### src/rtl/cp0_unit_pkg.sv
// Shared definitions for the CP0 unit: controller op codes, CP0 register
// numbers and the bit positions of the architected STATUS/CAUSE fields.
package cp0_unit_pkg;

  // CP0 operation requested by the decode controller for the ID instruction
  typedef enum logic [1:0] {
    EXE_CP_NONE  = 2'd0,
    EXE_CP_STORE = 2'd1,  // MTC0
    EXE_CP0_ERET = 2'd2
  } cp_op_e;

  // CP0 register numbers (inst[15:11])
  localparam logic [4:0] CP0_REG_STATUS = 5'd12;
  localparam logic [4:0] CP0_REG_CAUSE  = 5'd13;
  localparam logic [4:0] CP0_REG_EPC    = 5'd14;
  localparam logic [4:0] CP0_REG_EBASE  = 5'd25;

  // Implemented bit positions; every other STATUS/CAUSE bit reads 0
  localparam int STATUS_IE_BIT  = 0;
  localparam int STATUS_EXL_BIT = 1;
  localparam int CAUSE_IP_BIT   = 8;

  // Build the architectural STATUS word from its implemented fields
  function automatic logic [31:0] pack_status(input logic exl, input logic ie);
    logic [31:0] w;
    w                 = '0;
    w[STATUS_EXL_BIT] = exl;
    w[STATUS_IE_BIT]  = ie;
    return w;
  endfunction

  // Build the architectural CAUSE word from its implemented fields
  function automatic logic [31:0] pack_cause(input logic ip);
    logic [31:0] w;
    w               = '0;
    w[CAUSE_IP_BIT] = ip;
    return w;
  endfunction

endpackage

### src/rtl/cp0_unit_irq_sync.sv
// Synchroniser for the asynchronous external interrupt line followed by a
// rising-edge detector. o_edge is high for one cycle, the cycle after the
// last synchroniser flop rises. SYNC_STAGES must be at least 2.
module irq_sync #(
  parameter int SYNC_STAGES = 2
) (
  input  logic clk,
  input  logic rst,
  input  logic i_irq,
  output logic o_edge
);

  logic [SYNC_STAGES-1:0] r_sync;
  logic                   r_prev;

  // Shift the raw line through the synchroniser and remember the last
  // synchronised level for edge detection.
  // NOTE: flops are written with <= so every stage samples the value the
  // previous stage held before this edge; = here would collapse the chain.
  always_ff @(posedge clk or posedge rst) begin
    if (rst) begin
      r_sync <= '0;
      r_prev <= 1'b0;
    end else begin
      r_sync <= {r_sync[SYNC_STAGES-2:0], i_irq};
      r_prev <= r_sync[SYNC_STAGES-1];
    end
  end

  assign o_edge = r_sync[SYNC_STAGES-1] & ~r_prev;

endmodule

### src/rtl/cp0_unit.sv
// Coprocessor-0 for the 5-stage MIPS pipeline. Holds STATUS/CAUSE/EPC/EBASE,
// serves MFC0 reads, performs MTC0 writes and ERET, and takes the external
// interrupt precisely at the instruction currently in ID by redirecting the
// PC to EBASE (and flushing ID) through jump_en/jump_addr.
module cp0_unit
  import cp0_unit_pkg::*;
#(
  parameter logic [31:0] EBASE_RST   = 32'h0000_0008,
  parameter int          SYNC_STAGES = 2
) (
  input  logic        clk,
  input  logic        rst,
  input  logic        en,
  input  logic [1:0]  oper,
  input  logic [4:0]  addr_r,
  output logic [31:0] data_r,
  input  logic [4:0]  addr_w,
  input  logic [31:0] data_w,
  input  logic [31:0] pc_id,
  input  logic        irq,
  output logic        jump_en,
  output logic [31:0] jump_addr
);

  // Architectural state
  logic        r_ie;
  logic        r_exl;
  logic        r_ip;
  logic [31:0] r_epc;
  logic [31:0] r_ebase;

  // Decoded control for the current ID instruction
  cp_op_e      w_op;
  logic        w_irq_edge;
  logic        w_eret;
  logic        w_take_int;
  logic        w_mtc0;
  logic        w_wr_status;
  logic        w_wr_cause;
  logic        w_wr_epc;
  logic        w_wr_ebase;

  irq_sync #(
    .SYNC_STAGES (SYNC_STAGES)
  ) u_irq_sync (
    .clk    (clk),
    .rst    (rst),
    .i_irq  (irq),
    .o_edge (w_irq_edge)
  );

  assign w_op = cp_op_e'(oper);

  // ERET has top priority; the interrupt is never taken on an ERET cycle so
  // that EPC is consumed before it could be overwritten. A taken interrupt
  // flushes the ID instruction, which squashes any MTC0 it carries.
  assign w_eret      = en & (w_op == EXE_CP0_ERET);
  assign w_take_int  = r_ip & r_ie & ~r_exl & en & (w_op != EXE_CP0_ERET);
  assign w_mtc0      = en & (w_op == EXE_CP_STORE) & ~w_take_int;
  assign w_wr_status = w_mtc0 & (addr_w == CP0_REG_STATUS);
  assign w_wr_cause  = w_mtc0 & (addr_w == CP0_REG_CAUSE);
  assign w_wr_epc    = w_mtc0 & (addr_w == CP0_REG_EPC);
  assign w_wr_ebase  = w_mtc0 & (addr_w == CP0_REG_EBASE);

  // STATUS: ERET leaves the handler, a taken interrupt enters it, MTC0 loads both bits
  always_ff @(posedge clk or posedge rst) begin
    if (rst) begin
      r_ie  <= 1'b0;
      r_exl <= 1'b0;
    end else if (w_eret) begin
      r_exl <= 1'b0;
    end else if (w_take_int) begin
      r_exl <= 1'b1;
    end else if (w_wr_status) begin
      r_ie  <= data_w[STATUS_IE_BIT];
      r_exl <= data_w[STATUS_EXL_BIT];
    end
  end

  // CAUSE.IP: set by a synchronised edge regardless of en; a fresh edge
  // beats a same-cycle clear so no interrupt is ever lost
  always_ff @(posedge clk or posedge rst) begin
    if (rst) begin
      r_ip <= 1'b0;
    end else if (w_irq_edge) begin
      r_ip <= 1'b1;
    end else if (w_take_int) begin
      r_ip <= 1'b0;
    end else if (w_wr_cause && !data_w[CAUSE_IP_BIT]) begin
      r_ip <= 1'b0;
    end
  end

  // EPC: captures the ID-stage PC on interrupt entry, or an MTC0 value
  always_ff @(posedge clk or posedge rst) begin
    if (rst) begin
      r_epc <= '0;
    end else if (w_take_int) begin
      r_epc <= pc_id;
    end else if (w_wr_epc) begin
      r_epc <= data_w;
    end
  end

  // EBASE: handler base, software-writable through MTC0 only
  always_ff @(posedge clk or posedge rst) begin
    if (rst) begin
      r_ebase <= EBASE_RST;
    end else if (w_wr_ebase) begin
      r_ebase <= data_w;
    end
  end

  // MFC0 read mux from current state; forced to 0 while reset is asserted
  // NOTE: the output is given a default before the case so every path
  // assigns it and no latch is inferred for unlisted addresses.
  always_comb begin
    data_r = '0;
    if (!rst) begin
      case (addr_r)
        CP0_REG_STATUS: data_r = pack_status(r_exl, r_ie);
        CP0_REG_CAUSE:  data_r = pack_cause(r_ip);
        CP0_REG_EPC:    data_r = r_epc;
        CP0_REG_EBASE:  data_r = r_ebase;
        default:        data_r = '0;
      endcase
    end
  end

  // PC redirect: ERET returns to EPC, a taken interrupt vectors to EBASE
  always_comb begin
    jump_en   = 1'b0;
    jump_addr = '0;
    if (!rst) begin
      if (w_eret) begin
        jump_en   = 1'b1;
        jump_addr = r_epc;
      end else if (w_take_int) begin
        jump_en   = 1'b1;
        jump_addr = r_ebase;
      end
    end
  end

endmodule
### config.mk
export PLATFORM = sky130hd
export DESIGN_NAME = cp0_unit
export DESIGN_NICKNAME = d
export VERILOG_FILES = /design/src/rtl/cp0_unit_pkg.sv /design/src/rtl/cp0_unit_irq_sync.sv /design/src/rtl/cp0_unit.sv
export SDC_FILE = /design/constraint.sdc
export NUM_CORES = 1
export LEC_CHECK = 0
export BUFFER_PORTS_ARGS = -buffer_cell sky130_fd_sc_hd__buf_2
export CAP_MARGIN = 20
export CORE_MARGIN = 10
export CORE_UTILIZATION = 45
export DETAILED_ROUTE_END_ITERATION = 10
export PLACE_DENSITY = 0.74
export SLEW_MARGIN = 20
export SYNTH_ARGS = -nofsm -noshare
export SYNTH_HDL_FRONTEND = slang
export SYNTH_SLANG_ARGS = --single-unit
### constraint.sdc
create_clock -name clk -period 9.3 [get_ports clk]
set_input_delay 2.325 -clock clk [delete_from_list [all_inputs] [get_ports clk]]
set_output_delay 2.325 -clock clk [all_outputs]
set_load 0.01 [all_outputs]
==> impl_metrics.tcl <==
set metrics [dict create \
    crit_arrival_ns 4.13 \
    post_cts_buffers 0 \
    sw_frac_of_total_pct 31.7 \
    wl_met1_um 5410 \
    cp_max_fo 29 \
    maxSlewHeadroom_pct 31.8 \
    hold_viol 0 \
    setup-violations-final 0 \
    crit_required_ns 6.98 \
    synth_cell_type_count 35 \
    wl_per_cell_um 18.8 \
    dieArea_um2 13000 \
    tightest_slew_ns 1.02 \
    numCtsBuffers 9 \
    cts_resized 0 \
    final_nets 639 \
    post-route-min-period_ns 6.46 \
    hold_class "reg2reg" \
    fin_crit_sh_pct 69.4 \
    vias 3810 \
    grtUsageTotal_pct 19.0 \
    yosys_warnings 0 \
    ir_worst_vdd_mv 0.104 \
    p_comb_share_pct 19.2 \
    htreeDepth 3 \
    crit_type "in2out" \
    ys_seq_area_share_pct 44.2 \
    drive_gt1_share_pct 38.3 \
    rrSetupSlack_ns 6.90 \
    layoutNonFillerInstCount 672 \
    initial_utilization_pct 45.9 \
    power.leakage_uw 0.00239 \
    pwr-share-clk_pct 28.6 \
    syn-instance-count 434 \
    clock_skew_ns 0.0116 \
    rsz0062_at_grt "false" \
    power.switching_uw 276 \
    clock_path_buffers 2 \
    synthMuxAreaShare_pct 12.8 \
    synth-seq-cells 70 \
    wl_met2_um 6020 \
    outcome "complete, no violations" \
    clock_latency_ns 0.34 \
    clk_pin_slew_worst_paths_ns 0.09 \
    grt_overflow 0 \
    first_pass_iters 6 \
    final_cell_mix "144 x buf_2, 96 x nor2_1, 69 x dfrtp_1" \
    synthSimpleGateAreaFrac_pct 19.1 \
    synth_area_um2 3970 \
    dr_wl_met3_um 1090 \
    std_cell_rows 34 \
    final_common_cell "buf_2" \
    wirelength_um 12700 \
    via_per_inst 5.67 \
    n_antenna_cell 0 \
    cap_violations 0 \
    cts_hold_buffers 0 \
    grt_pass1_wl_um 20600 \
    avgSynthCellArea_um2 9.14 \
    die_w_um 114 \
    grt_start_max_net_pins 71 \
    setup-tns-final_ns 0 \
    gp_congestion 0.784 \
    synth_compound_area_share_pct 19.4 \
    drc 0 \
    die_y_um 114 \
    first_global_vias 4107 \
    clock_sinks 70 \
    drtIter0Drc 243 \
    yosys.area_share.adder_pct 0 \
    end_kind "output pin" \
    slew_viol_final 0 \
    synthXorXnorAreaFrac_pct 0 \
    routed.top_layer "met4" \
    core_area_um2 8640 \
    synth_top_family_by_area "compound AO/OA/AOI/OAI gates" \
    dp_hpwl_um 8490 \
    pwr_density_cell_nw_per_um2 176 \
    antenna_found_initial 0 \
    io_buffers 144 \
    dp_cells 655 \
    synth_fp_nets 514 \
    io_pins 145 \
    p_seq_share_pct 52.2 \
    area_growth_pct 24.7 \
    drtAntennaViolNets 0 \
    internal-power_uw 596 \
    cts_tree "done" \
    cts-root-buf "clkbuf_8" \
    startpoint_type "primary input" \
    clock.fmax_ghz 0.155 \
]
final cells by class:
type | instances | area (um^2)
Clock inverter | 7 | 72.6
Clock buffer | 9 | 124
Multi-Input combinational cell | 324 | 2050
Tap cell | 108 | 135
Timing Repair Buffer | 152 | 808
Inverter | 2 | 7.51
Sequential cell | 70 | 1750
Fill cell | 780 | 3690
power by group through the flow:
stage | logic [uW] | registers (uW) | clock network [uW]
4_1_cts | 169 | 454 | 253
3_5_place_dp | 168 | 460 | 0
2_1_floorplan | 119 | 443 | 0
5_1_grt | 188 | 466 | 268
3_3_place_gp | 161 | 455 | 0
6_report | 167 | 456 | 250
registers in the layout, summed over array words and instances (netlist names):
signal	cells
r_exl	1
r_ie	1
u_irq_sync.r_prev	1
r_ebase	32
r_ip	1
r_epc	32
u_irq_sync.r_sync	2
metrics by stage:
stage | utilization [%] | area, um^2 | power, uW | worst slack [ns] | hold slack, ns
floorplan | - | 3970 | 562 | 2.16 | 0.331
global placement | 54.5 | 4710 | 615 | 2.63 | 0.334
detailed placement | 54.8 | 4740 | 628 | 2.89 | 0.339
CTS | 57.1 | 4930 | 876 | 2.88 | 0.358
global route | 57.3 | 4950 | 923 | 2.72 | 0.376
finish | 57.3 | 4950 | 873 | 2.84 | 0.357
routing by layer:
layer / GRT usage, % / up-vias
met2: 30.8 / 184
met3: 5.25 / 14
met1: 24.1 / 1827
met4: 6.02 / 0
met5: 0 / -
li1: - / 1785
worst max-delay path, stage by stage:
cell and delay (ns):
buf_2 0.13, nor4bb_1 0.51, and2_2 0.70, a22oi_1 0.15, nor2_1 0.15, buf_2 0.15
synth_stat cells, drive strengths merged:
library cell,count,area share [%]
inv,2,0.19
dfrtp,69,44
nand2,51,4.8
and2,2,0.35
a31oi,17,2.7
nor4bb,1,0.25
buf,12,2.0
clkbuf,26,2.5
a21oi,34,4.3
nor2b,1,0.16
nand3,2,0.25
nand3b,4,0.76
and3b,1,0.22
nor3b,1,0.47
o22ai,1,0.16
or2,1,0.16
and4b,1,0.28
dfstp,1,0.66
nor2,98,9.3
nor4b,1,0.22
nor3,1,0.13
nand4,1,0.32
mux2,35,13
o21ai,1,0.13
a211oi,1,0.19
a22oi,63,12
and4bb,2,0.63
nand4b,2,0.44
and3,2,0.35
path summary, 6_finish.rpt:
check                                     startpoint              endpoint  cells past startpoint
worst min register to register  u_irq_sync.r_sync[0]  u_irq_sync.r_sync[1]                      0
max in group asynchronous                        rst           r_ebase[30]                      3
worst max-delay path                       addr_r[0]            data_r[20]                      6
worst max register to register                  r_ip           r_ebase[31]                      6
min in group asynchronous                        rst              r_epc[4]                      3
worst min-delay path            u_irq_sync.r_sync[0]  u_irq_sync.r_sync[1]                      0
kinds of logic (layout without fill, tap and decap cells):
kind of cell | count (synthesis) | after routing
flip-flops | 70 | 70
AO/OA/AOI/OAI | 117 | 117
AND/OR/NAND/NOR | 172 | 172
buffers and inverters | 40 | 170
multiplexers | 35 | 35
No activity file was read; power rests on OpenSTA's default activity.
